==> config.mk <==
export PLATFORM = sky130hd
export DESIGN_NAME = rsi_signal
export DESIGN_NICKNAME = d
export VERILOG_FILES = /design/src/rtl/rsi_pkg.sv /design/src/rtl/rsi_persist.sv /design/src/rtl/rsi_signal.sv
export SDC_FILE = /design/constraint.sdc
export NUM_CORES = 1
export LEC_CHECK = 0
export ABC_AREA = 1
export CORE_MARGIN = 10
export CORE_UTILIZATION = 40
export CTS_BUF_LIST = sky130_fd_sc_hd__clkbuf_2 sky130_fd_sc_hd__clkbuf_4 sky130_fd_sc_hd__clkbuf_8
export CTS_CLUSTER_DIAMETER = 200
export DETAILED_ROUTE_END_ITERATION = 8
export PLACE_DENSITY = 0.87
export SYNTH_ARGS = -nofsm -noshare
export SYNTH_HDL_FRONTEND = slang
export SYNTH_SLANG_ARGS = --single-unit
==> constraint.sdc <==
create_clock -name clk -period 2.8 [get_ports clk]
set_clock_uncertainty 0.15 [all_clocks]
set_input_delay 0.28 -clock clk [delete_from_list [all_inputs] [get_ports clk]]
set_output_delay 0.28 -clock clk [all_outputs]
set_load 0.03 [all_outputs]
==> src/rtl/rsi_pkg.sv <==
// Shared types and constants for the RSI threshold detector.
// Holds the detector state encoding and the default threshold settings.
package rsi_pkg;

    typedef enum logic [1:0] {
        NEUTRAL    = 2'd0,
        OVERSOLD   = 2'd1,
        OVERBOUGHT = 2'd2
    } rsi_state_t;

    localparam int unsigned RSI_MAX        = 100;
    localparam int unsigned WIDTH_DEF      = 32;
    localparam int unsigned LOW_TH_DEF     = 30;
    localparam int unsigned HIGH_TH_DEF    = 70;
    localparam int unsigned HYST_DEF       = 2;
    localparam int unsigned CONFIRM_DEF    = 1;

endpackage

==> src/rtl/rsi_persist.sv <==
// Saturating consecutive-condition counter.
// ok is high when the counter's next value reaches CONFIRM, so a flag can follow on the same edge.
module rsi_persist #(
    parameter int unsigned CONFIRM = 1
) (
    input  logic clk,
    input  logic rst_n,
    input  logic cond,
    output logic ok
);

    localparam int unsigned CW = (CONFIRM < 2) ? 1 : $clog2(CONFIRM + 1);
    localparam logic [CW-1:0] C_SAT = CW'(CONFIRM);

    logic [CW-1:0] r_cnt;
    logic [CW-1:0] w_cnt_next;

    always_comb begin
        w_cnt_next = '0;
        if (cond) begin
            w_cnt_next = (r_cnt == C_SAT) ? C_SAT : r_cnt + CW'(1);
        end
    end

    assign ok = (w_cnt_next == C_SAT);

    always_ff @(posedge clk) begin
        if (!rst_n) begin
            r_cnt <= '0;
        end else begin
            r_cnt <= w_cnt_next;
        end
    end

endmodule

==> src/rtl/rsi_signal.sv <==
// RSI threshold detector: clamps the sample to 0..100, filters entry with
// persistence counters, applies exit hysteresis and drives registered buy/sell flags.
module rsi_signal
    import rsi_pkg::*;
#(
    parameter int unsigned WIDTH   = WIDTH_DEF,
    parameter int unsigned LOW_TH  = LOW_TH_DEF,
    parameter int unsigned HIGH_TH = HIGH_TH_DEF,
    parameter int unsigned HYST    = HYST_DEF,
    parameter int unsigned CONFIRM = CONFIRM_DEF
) (
    input  logic             clk,
    input  logic             rst_n,
    input  logic [WIDTH-1:0] RSI,
    output logic             out1,
    output logic             out2
);

    if (LOW_TH + HYST > HIGH_TH - HYST || HYST > HIGH_TH) begin : g_bad_band
        $error("rsi_signal: LOW_TH+HYST must not exceed HIGH_TH-HYST");
    end
    if (HIGH_TH > RSI_MAX) begin : g_bad_high
        $error("rsi_signal: HIGH_TH must not exceed 100");
    end
    if (CONFIRM < 1) begin : g_bad_confirm
        $error("rsi_signal: CONFIRM must be at least 1");
    end
    if (WIDTH < 7) begin : g_bad_width
        $error("rsi_signal: WIDTH must hold the value 100");
    end

    localparam logic [WIDTH-1:0] C_MAX      = WIDTH'(RSI_MAX);
    localparam logic [WIDTH-1:0] C_LOW      = WIDTH'(LOW_TH);
    localparam logic [WIDTH-1:0] C_HIGH     = WIDTH'(HIGH_TH);
    localparam logic [WIDTH-1:0] C_LOW_EXIT = WIDTH'(LOW_TH + HYST);
    localparam logic [WIDTH-1:0] C_HI_EXIT  = WIDTH'(HIGH_TH - HYST);

    logic [WIDTH-1:0] w_r;
    logic             w_lo_cond;
    logic             w_hi_cond;
    logic             w_lo_ok;
    logic             w_hi_ok;
    rsi_state_t       r_state;
    rsi_state_t       w_state_next;
    logic             r_out1;
    logic             r_out2;

    assign w_r       = (RSI > C_MAX) ? C_MAX : RSI;
    assign w_lo_cond = (w_r < C_LOW);
    assign w_hi_cond = (w_r > C_HIGH);

    rsi_persist #(.CONFIRM(CONFIRM)) u_persist_lo (
        .clk   (clk),
        .rst_n (rst_n),
        .cond  (w_lo_cond),
        .ok    (w_lo_ok)
    );

    rsi_persist #(.CONFIRM(CONFIRM)) u_persist_hi (
        .clk   (clk),
        .rst_n (rst_n),
        .cond  (w_hi_cond),
        .ok    (w_hi_ok)
    );

    always_comb begin
        w_state_next = r_state;
        case (r_state)
            NEUTRAL: begin
                if (w_lo_ok)      w_state_next = OVERSOLD;
                else if (w_hi_ok) w_state_next = OVERBOUGHT;
            end
            OVERSOLD: begin
                if (w_hi_ok)                 w_state_next = OVERBOUGHT;
                else if (w_r >= C_LOW_EXIT)  w_state_next = NEUTRAL;
            end
            OVERBOUGHT: begin
                if (w_lo_ok)                 w_state_next = OVERSOLD;
                else if (w_r <= C_HI_EXIT)   w_state_next = NEUTRAL;
            end
            default: w_state_next = NEUTRAL;
        endcase
    end

    // Flags are decoded from the next state and registered alongside it.
    always_ff @(posedge clk) begin
        if (!rst_n) begin
            r_state <= NEUTRAL;
            r_out1  <= 1'b0;
            r_out2  <= 1'b0;
        end else begin
            r_state <= w_state_next;
            r_out1  <= (w_state_next == OVERSOLD);
            r_out2  <= (w_state_next == OVERBOUGHT);
        end
    end

    assign out1 = r_out1;
    assign out2 = r_out2;

endmodule

==> impl_summary.md <==
Worst setup path
The slowest library cell on the worst path is clkdlybuf4s50_1. The critical path capture point type is a flip-flop. The most numerous cell type found on the critical path is nand2_1.

The launching element type of the critical path is an input port. The largest driver fanout on the critical path is 6. For this run, the slowest stage of the critical path takes 0.48 ns. Walking the worst path, the cells encountered are clkdlybuf4s50_1 > inv_1 > nor2_1 > nand3_1 > nand2_1 > nand2_4 > inv_4 > nor2_8 > nand2_1 > nand2_1 > nand2_1 > nand2_1 > nand2_1 > a21oi_1 > nor2_1. The kind of critical path is input port to flip-flop. The data required time at the worst endpoint is 2.77 ns. The data arrival time at the worst-slack endpoint is 1.96 ns.

Detailed routing
The routed design has 1840 um of wire. The number of remaining DRC errors is 0. The first detailed-routing pass took 4 iterations. The DRC violation total after the first TritonRoute iteration is 18.

After detailed routing, the average wire length per cell comes to 12.0 um. Dividing the detail-routed via count by the number of cells gives 4.80. Detailed routing inserted a total of 735 vias. The detail route stage leaves a number of antenna-violating nets equal to 0.

Clock tree
The CTS tree is yes. The number of buffers created by CTS is 3. The insertion delay to the later sink of the worst-skew pair is 0.24 ns. For this design, the sink count on the clock tree is 4.

The number of gates resized after CTS is 0. For this design, the CTS-stage hold fixing added 0 buffers. The post-CTS setup buffer count is 0.

The worst-case clock buffer depth is 2. CTS built an H-tree with a depth of 1. The buffer cell driving the clock tree root is clkbuf_4. After clock tree synthesis, the clock-pin slew on the worst setup and hold paths is 0.04 ns.

Power and ir drop
The worst-case IR drop observed on VDD is 0.000123 V. The net switching fraction of the power is 27.7%. Summed over all nets, the switching power comes to 0.0602 mW. The design draws 0.217 mW. In this run, the clock network consumes 34.0% of the power. The power density normalized to cell area is 228 nW/um^2. Registers are responsible for 27.4% of the overall power. The combinational power share is 38.6%.

The cell internal power dissipation is 0.157 mW. Summed over all cells, the static leakage comes to 0.412 nW.

Run status
The flow ran to the end, and the final reports show no timing, DRC or antenna violations.

STA
The ratio of final minimum period to clock period is 70.9%. The sum of negative setup slack is 0 ns. For the finished layout, the period the worst path requires is 1.98 ns. The final-report max-slew violation count was 0. Setup repair after global routing left no endpoint under its margin. The transition time at the pin with the least slew margin is 0.321 ns. The setup slack of the critical path after layout is 0.816 ns. Static timing analysis puts the maximum clock frequency at 504 MHz.

The tightest hold path in the finished design has a slack of 0.431 ns. The number of setup violations in the final report is 0. The worst pin sits at a relative slew slack of 78.5%. The hold violation count in the final report is 0.

Yosys
The number of cells produced by synthesis is 100. The commonest cells after synthesis are nand2_1 (26), nor2_1 (21), inv_1 (11). Synthesis inferred 4 register bits. In this run, distinct cell masters in the synthesized netlist total 19. The area share of the leading cell type in the synthesized netlist is 17.4%. The most numerous cell in the Yosys netlist is nand2_1. Counting flops with a built-in enable in the synthesized netlist gives 0. The biggest area consumer among synthesized cells is nand2_1.

The sequential share of the synthesized area is 14.3%. The fraction of registers with async set/reset is 0%. The cell area that synthesis handed to floorplanning was 562 um^2. The most instantiated flip-flop cell in the synthesis netlist is dfxtp_1. The Yosys step of the flow raised 0 warnings.

After synthesis, the mean cell area works out to 5.62 um^2. Ranked by total cell area, the synthesized netlist is headed by nand2_1 (17%), dfxtp_1 (14%), nor2_1 (14%), inv_1 (7.3%), nand3_1 (7.1%). Synthesis produced a netlist with a net count of 134.

Layout
The number of nets in the layout is 174. Cells fill 72.4% of the core in the end. After routing the design area is 953 um^2.

The final cell count without fillers is 153. The number of diodes is 0. The area overhead of the layout relative to synthesis is 69.7%. Of the cells placed in the final design, the portion with a size suffix greater than 1 is 16.7%. The filler cell count is 107.

Placement
The half-perimeter wire length after placement is 1650 um. The weighted congestion reported at the end of routability-driven placement is 0.896. In this run, placement finished with an instance count of 150.

Timing analysis after detailed placement gives a worst setup slack of 0.582 ns. After detailed placement, the total cell area comes to 931 um^2. The number of port buffers is 35.

Job
The number of violations of the max-capacitance limit is 0.

Die
The die is 57.5 um tall. After floorplanning, the core was sized to cover 1320 um^2. The floorplan step defined a die boundary enclosing 3300 um^2. The number of top-level pins is 36. The starting density of the core is 42.6%. The count of standard-cell rows is 13.

The die width is 57.5 um.

Global routing
The first global-routing pass estimated 3060 um of wire. Entering global routing, the biggest net connects 7 pins. The global-route usage over all layers is 10.9%. The via count of the first global-routing pass is 762.

The remaining global-route overflow is 0. The initial antenna violation count came to 0.

Min path
The tightest min-delay check is of the flip-flop to flip-flop type.
worst max-delay path: cells and delay by family:
kind	cells	cell delay [ns]
simple gates	11	0.79
buf+inv	3	0.70
compound gates	1	0.18
registers in the layout, summed over array words and instances, names as in the netlist:
name,flops
out2,1
r_state,2
out1,1
path summary, 6_finish.rpt:
kind              startpoint          to  slack [ns]  cells past startpoint
setup / recovery      RSI[6]        out1        0.82                     15
hold / removal    r_state[1]  r_state[1]        0.43                      3
setup reg to reg  r_state[0]        out2        1.70                      6
hold reg to reg   r_state[1]  r_state[1]        0.43                      3
cells in the final DEF (no fill, tap or decap):
cell type         n
inv_4             1
nand3_1           8
a21oi_1           3
nor2_4            2
inv_2             4
clkbuf_4          3
nor2_1           21
nand4_1           4
nand3_2           1
nand2_2           2
nand4_4           1
nor3_1            2
nand2_4           1
clkdlybuf4s50_1  35
a21oi_2           1
inv_1            11
dfxtp_1           4
nor2_8            1
nand2_1          26
o41ai_1           1
nor2_2            6
power groups by stage:
stage / combinational (mW) / clock, mW / sequential, mW
floorplan: 0.0256 / 0 / 0.0619
global placement: 0.0817 / 0 / 0.0604
detailed placement: 0.0834 / 0 / 0.0605
CTS: 0.0838 / 0.0746 / 0.0595
global route: 0.0903 / 0.0828 / 0.0597
finish: 0.0837 / 0.0737 / 0.0595
area by class of cell:
cell class | count | area [um^2] | share of cell area, %
clock buffer | 3 | 22.5 | 2.36
multi-input combinational | 80 | 419 | 44.0
sequential | 4 | 80.1 | 8.40
inverter | 16 | 62.6 | 6.56
tap | 15 | 18.8 | 1.97
timing repair buffer | 35 | 350 | 36.7
per-layer routing:
layer,up-vias,global-route usage (%),part of all wire (%),wire [um]
met4,0,4.03,1.1,20
met5,-,0,0,0
li1,392,-,-,-
met1,312,11.3,42,775
met3,2,3.32,8.0,147
met2,29,19.9,49,899
kinds of logic after synthesis:
kind of cell           Yosys count  synth area share, %
AO/OA/AOI/OAI                    5                 5.79
buffers and inverters           16                 11.1
flip-flops                       4                 14.3
AND/OR/NAND/NOR                 75                 68.8
No activity file was read; power rests on OpenSTA's default activity.
